**config.mk**
```make
export PLATFORM = sky130hd
export DESIGN_NAME = processor_core
export DESIGN_NICKNAME = d
export VERILOG_FILES = /design/src/rtl/processor_core.sv
export SDC_FILE = /design/constraint.sdc
export NUM_CORES = 2
export LEC_CHECK = 0
export ABC_CLOCK_PERIOD_IN_PS = 8400
export CAP_MARGIN = 10
export CORE_MARGIN = 5
export CORE_UTILIZATION = 40
export CTS_BUF_LIST = sky130_fd_sc_hd__clkbuf_16
export DETAILED_ROUTE_END_ITERATION = 8
export DONT_BUFFER_PORTS = 1
export GPL_TIMING_DRIVEN = 0
export PLACE_DENSITY = 0.55
export SYNTH_ARGS = -nofsm -noshare
export SYNTH_HDL_FRONTEND = slang
export SYNTH_SLANG_ARGS = --single-unit
```
**constraint.sdc**
```tcl
create_clock -name clk -period 8.4 [get_ports clk]
set_input_delay 0.84 -clock clk [delete_from_list [all_inputs] [get_ports clk]]
set_output_delay 0.84 -clock clk [all_outputs]
set_load 0.01 [all_outputs]
```
**src/rtl/processor_core.sv**
```systemverilog
// Two-cycle, non-pipelined 32-bit processor: FETCH latches the instruction, EXEC
// reads the register file, commits the result and drives the store/result port.
module processor_core (
    input  logic        clk,
    input  logic        reset,
    input  logic [31:0] instruction,
    output logic [31:0] out,
    output logic [31:0] addr,
    output logic        rw,
    output logic        sys_dne
);

    localparam logic [0:0] FETCH = 1'b0;
    localparam logic [0:0] EXEC  = 1'b1;

    localparam logic [5:0] OP_ADD  = 6'h01;
    localparam logic [5:0] OP_SUB  = 6'h02;
    localparam logic [5:0] OP_AND  = 6'h03;
    localparam logic [5:0] OP_OR   = 6'h04;
    localparam logic [5:0] OP_XOR  = 6'h05;
    localparam logic [5:0] OP_ADDI = 6'h08;
    localparam logic [5:0] OP_LI   = 6'h0A;
    localparam logic [5:0] OP_ST   = 6'h15;

    logic [0:0]  r_state;
    logic [31:0] r_ir;
    logic [31:0] r_regs [32];
    logic [31:0] r_out;
    logic [31:0] r_addr;
    logic        r_rw;
    logic        r_sysDne;

    logic [5:0]  w_opcode;
    logic [4:0]  w_rs;
    logic [4:0]  w_rt;
    logic [4:0]  w_rd;
    logic [15:0] w_imm16;
    logic [31:0] w_immSext;
    logic [31:0] w_immZext;
    logic [31:0] w_rsVal;
    logic [31:0] w_rtVal;
    logic        w_wrEn;
    logic [4:0]  w_wrIdx;
    logic [31:0] w_wrData;
    logic [31:0] w_nextOut;
    logic [31:0] w_nextAddr;
    logic        w_nextRw;

    assign w_opcode  = r_ir[31:26];
    assign w_rs      = r_ir[25:21];
    assign w_rt      = r_ir[20:16];
    assign w_rd      = r_ir[15:11];
    assign w_imm16   = r_ir[15:0];
    assign w_immSext = {{16{w_imm16[15]}}, w_imm16};
    assign w_immZext = {16'h0000, w_imm16};

    // R0 is hardwired to zero on the read side as well as discarded on write.
    assign w_rsVal = (w_rs == 5'd0) ? 32'h0 : r_regs[w_rs];
    assign w_rtVal = (w_rt == 5'd0) ? 32'h0 : r_regs[w_rt];

    always_comb begin
        w_wrEn     = 1'b0;
        w_wrIdx    = w_rd;
        w_wrData   = 32'h0;
        w_nextOut  = 32'h0;
        w_nextAddr = 32'h0;
        w_nextRw   = 1'b0;
        case (w_opcode)
            OP_ADD:  begin w_wrEn = 1'b1; w_wrData = w_rsVal + w_rtVal; end
            OP_SUB:  begin w_wrEn = 1'b1; w_wrData = w_rsVal - w_rtVal; end
            OP_AND:  begin w_wrEn = 1'b1; w_wrData = w_rsVal & w_rtVal; end
            OP_OR:   begin w_wrEn = 1'b1; w_wrData = w_rsVal | w_rtVal; end
            OP_XOR:  begin w_wrEn = 1'b1; w_wrData = w_rsVal ^ w_rtVal; end
            OP_ADDI: begin
                w_wrEn   = 1'b1;
                w_wrIdx  = w_rt;
                w_wrData = w_rsVal + w_immSext;
            end
            OP_LI: begin
                w_wrEn   = 1'b1;
                w_wrIdx  = w_rs;
                w_wrData = w_immZext;
            end
            OP_ST: begin
                w_nextAddr = w_rsVal + w_immSext;
                w_nextOut  = w_rtVal;
                w_nextRw   = 1'b1;
            end
            default: ;
        endcase
        // Writes to R0 are dropped, so the visible result must be zero too.
        if (w_wrEn) begin
            w_nextOut = (w_wrIdx == 5'd0) ? 32'h0 : w_wrData;
        end
    end

    always_ff @(posedge clk) begin
        if (reset) begin
            r_state  <= FETCH;
            r_ir     <= 32'h0;
            r_out    <= 32'h0;
            r_addr   <= 32'h0;
            r_rw     <= 1'b0;
            r_sysDne <= 1'b0;
            for (int i = 0; i < 32; i++) begin
                r_regs[i] <= 32'h0;
            end
        end else begin
            case (r_state)
                FETCH: begin
                    r_ir     <= instruction;
                    r_rw     <= 1'b0;
                    r_sysDne <= 1'b0;
                    r_state  <= EXEC;
                end
                default: begin
                    if (w_wrEn && (w_wrIdx != 5'd0)) begin
                        r_regs[w_wrIdx] <= w_wrData;
                    end
                    r_out    <= w_nextOut;
                    r_addr   <= w_nextAddr;
                    r_rw     <= w_nextRw;
                    r_sysDne <= 1'b1;
                    r_state  <= FETCH;
                end
            endcase
        end
    end

    assign out     = r_out;
    assign addr    = r_addr;
    assign rw      = r_rw;
    assign sys_dne = r_sysDne;

endmodule

```
==> flow_metrics.py <==
metrics = {
    "run_status": {
        "status": "complete, but fails checks",
        "violations": "setup timing",
    },
    "worst_setup_path": {
        "rr_worst_depth": 24,
        "worst-path-max-fanout": 10,
        "crit_type": "flip-flop to flip-flop",
        "reg2reg_to": "r_regs[3][31]",
        "r2r_start": "r_ir[17]",
        "rrSetupSlack_ns": -0.10,
        "setup.worst_path.end_class": "flip-flop",
        "cp.required_ns": 8.91,
        "cp-start-kind": "flip-flop",
        "crit_start": "r_ir[17]",
        "critPathArrivalTime_ns": 9.01,
    },
    "die": {
        "dieArea_um2": 162000,
        "core_um2": 154000,
        "die_h_um": 403,
        "fp.dieW_um": 403,
        "io_pins": 100,
        "initial_core_util": 0.401,
        "num_rows": 144,
    },
    "cells_and_area": {
        "stdcell_area_um2": 70100,
        "nFillCells": 13782,
        "final_core_util": 0.456,
        "fin_nets": 4983,
        "area_delta_synth_final_pct": 13.7,
        "drive_gt1_frac": 0.218,
    },
    "drt": {
        "via_per_inst": 6.61,
        "post_drt_wl_per_cell_um": 38.5,
        "drt_iter0_drc": 7933,
        "top_layer_used": "met5",
        "wl_met3_um": 38500,
        "drc": 0,
        "drt-met1-wl_um": 93900,
        "dr_total_vias": 46124,
        "met2_wirelength_um": 118000,
        "drtAntennaViolNets": 0,
        "dr.pass1.iters": 6,
        "drt-total-wl_um": 269000,
    },
    "cts": {
        "root_buffer": "clkbuf_16",
        "clk_pin_slew_ns": 0.06,
        "ctsLongestPathBuffers": 3,
        "htreeDepth": 4,
        "numCtsBuffers": 133,
        "clkSinkCount": 1133,
        "insertion_delay_ns": 0.80,
        "cts_hold_buf": 0,
        "cts_tree": "done",
    },
    "timing": {
        "finalWorstSetupSlack_ns": -0.103,
        "maxSlewHeadroom": 0.00796,
        "fin_tns_setup_ns": -2.50,
        "worst_slew_pin_slew_ns": 1.49,
        "post-route-period-util": 1.01,
        "grt_setup_unrepaired": "false",
        "maxSlewViolCount": 0,
        "fin_skew_ns": 0.0436,
        "finalSetupViolations": 44,
        "finalHoldViolations": 0,
        "clock.fmax_mhz": 118,
        "min_period_ns": 8.50,
    },
    "power": {
        "leakage_nw": 23.7,
        "powerDensity_nw_per_um2": 225,
        "total_power_w": 0.0158,
        "ir_drop_v": 0.000231,
    },
    "synth": {
        "async_reset_ff_frac": 0,
        "syn_inst": 4595,
        "synth_area_um2": 61700,
        "synth_seq_cells": 1133,
        "ys_warn_count": 0,
        "avgSynthCellArea_um2": 13.4,
        "synth_edf_count": 1024,
        "ys.flop_type": "edfxtp_1",
        "ys_seq_area_frac": 0.534,
        "synth.distinct_cells": 86,
    },
    "place": {
        "place.gp.congestion": 0.991,
        "placed_cell_area_um2": 65400,
        "dpl.hpwl_um": 193000,
        "dp_slack_ns": -2.05,
        "port_buffers": 0,
    },
    "min_path": {
        "min_to": "r_ir[10]",
        "hold_depth": 2,
        "min_from": "instruction[10]",
        "hp-class": "input pin to flip-flop",
    },
    "grt": {
        "grt_pass1_wl_um": 362000,
        "grt_use_total": 0.325,
        "grt_max_degree": 33,
        "grt_overflow": 0,
        "antenna_found_initial": 12,
        "first_global_vias": 44368,
    },
    "run": {
        "maxCapViolations": 0,
    },
}
how the worst max path moves through the flow:
| stage | endpoint | slack, ns | depth (start not counted) |
|---|---|---|---|
| floorplan | r_regs[2][20] | 1.91 | 25 |
| CTS | r_regs[3][31] | 0.0008 | 30 |
| global route | r_regs[3][31] | 0.003 | 27 |
| finish | r_regs[3][31] | -0.10 | 24 |
| global placement | r_regs[1][27] | -2.19 | 22 |
| detailed placement | r_regs[2][27] | -2.05 | 22 |
synthesized netlist by cell type (43+ instances only):
cell type | number | area (um^2)
ha_1 | 127 | 1590
nand2b_1 | 75 | 469
xnor2_1 | 61 | 534
a21oi_1 | 137 | 686
nor2_1 | 1080 | 4050
o21ai_0 | 80 | 400
inv_1 | 87 | 327
clkbuf_1 | 314 | 1180
a22o_1 | 43 | 377
nand2_1 | 222 | 833
dfxtp_1 | 109 | 2180
mux4_2 | 565 | 12700
mux2i_1 | 112 | 1120
edfxtp_1 | 1024 | 30700
logic make-up (layout without fill, tap and decap cells):
family / Yosys count / in the layout / synth area share
simple gates: 1546 / 1546 / 0.105
fa+ha+maj: 129 / 129 / 0.0264
flops: 1133 / 1133 / 0.534
xor+xnor: 85 / 85 / 0.0121
mux: 693 / 693 / 0.231
compound gates: 500 / 500 / 0.0551
buf+inv: 508 / 804 / 0.0359
other cells: 1 / 40 / 0.0000608
layout make-up:
class,instances,area [um^2],area share
inverters,88,330,0.00471
multi-input cells,2985,26900,0.383
clock buffers,139,3480,0.0496
repair buffers,65,1080,0.0155
plain buffers,414,2060,0.0294
clock inverters,98,764,0.0109
flip-flops and latches,1133,32900,0.470
diodes,8,20.0,0.000285
well taps,2044,2560,0.0365
through the flow:
| stage | hold WS [ns] | std cells |
|---|---|---|
| 3_5_place_dp | 0.510 | 6725 |
| 6_report | 0.220 | 6974 |
| 4_1_cts | 0.184 | 6962 |
| 2_1_floorplan | 0.484 | 4626 |
| 3_3_place_gp | 0.503 | 6670 |
| 5_1_grt | 0.203 | 6966 |
sequential cells by signal, summed over array words and instances (netlist names), named ones only:
name     count
addr        32
out         32
r_ir        32
r_regs    1024
r_state      1
rw           1
sys_dne      1
where the power goes:
part	leakage (nW)	internal, W	switching (W)	total (W)
Sequential	11.4	0.00633	0.000126	0.00646
Combinational	10.0	0.00115	0.00241	0.00356
Clock	2.20	0.00330	0.00249	0.00579
placed cells by master, fill, tap and decap left out, types with 25 or more instances in the layout:
cell / synthesis / routed
mux2i_1: 112 / 112
nand2_1: 222 / 222
clkbuf_16: 0 / 139
o21ai_0: 80 / 78
o22ai_1: 27 / 27
a21o_1: 32 / 32
buf_6: 20 / 27
xnor2_1: 61 / 61
nand2b_2: 0 / 26
buf_12: 2 / 25
clkbuf_2: 0 / 48
a21oi_1: 137 / 128
nand2b_1: 75 / 44
buf_2: 38 / 33
nor2_2: 30 / 30
edfxtp_1: 1024 / 1024
nor2_1: 1080 / 1080
conb_1: 1 / 32
clkbuf_1: 314 / 252
buf_4: 7 / 27
mux4_2: 565 / 565
dfxtp_1: 109 / 109
a22o_1: 43 / 43
nor3_1: 28 / 26
ha_1: 127 / 127
inv_1: 87 / 121
critical path, stage by stage (launching register included):
cell and delay, ns:
dfxtp_1 0.34, or4_1 0.52, nor2_1 0.95, clkbuf_1 0.96, a211oi_1 0.17, nand2_2 0.32
inv_2 0.10, nor3_2 0.20, nand4_1 0.31, or3_4 0.53, o41ai_1 0.51, xnor2_1 0.15
ha_1 0.40, nand2_1 0.12, a2111o_1 0.37, a21oi_2 0.25, o22ai_1 0.15, o21bai_1 0.28
a21oi_1 0.18, o21ai_1 0.37, xnor2_1 0.23, a221oi_4 0.33, buf_12 0.18, buf_6 0.19
nor2_2 0.04
per-layer routing:
layer,vias to the layer above,track usage
met3,851,0.121
met1,23632,0.407
met2,3737,0.490
met5,-,0
met4,6,0.179
li1,17898,-
what timing repair did:
action	4_1_cts	5_1_grt
resized for setup	105	74
setup buffers	2	3
endpoints found under the setup margin	833	661
pin swaps	4	0
Power figures use the tool's default switching activity.
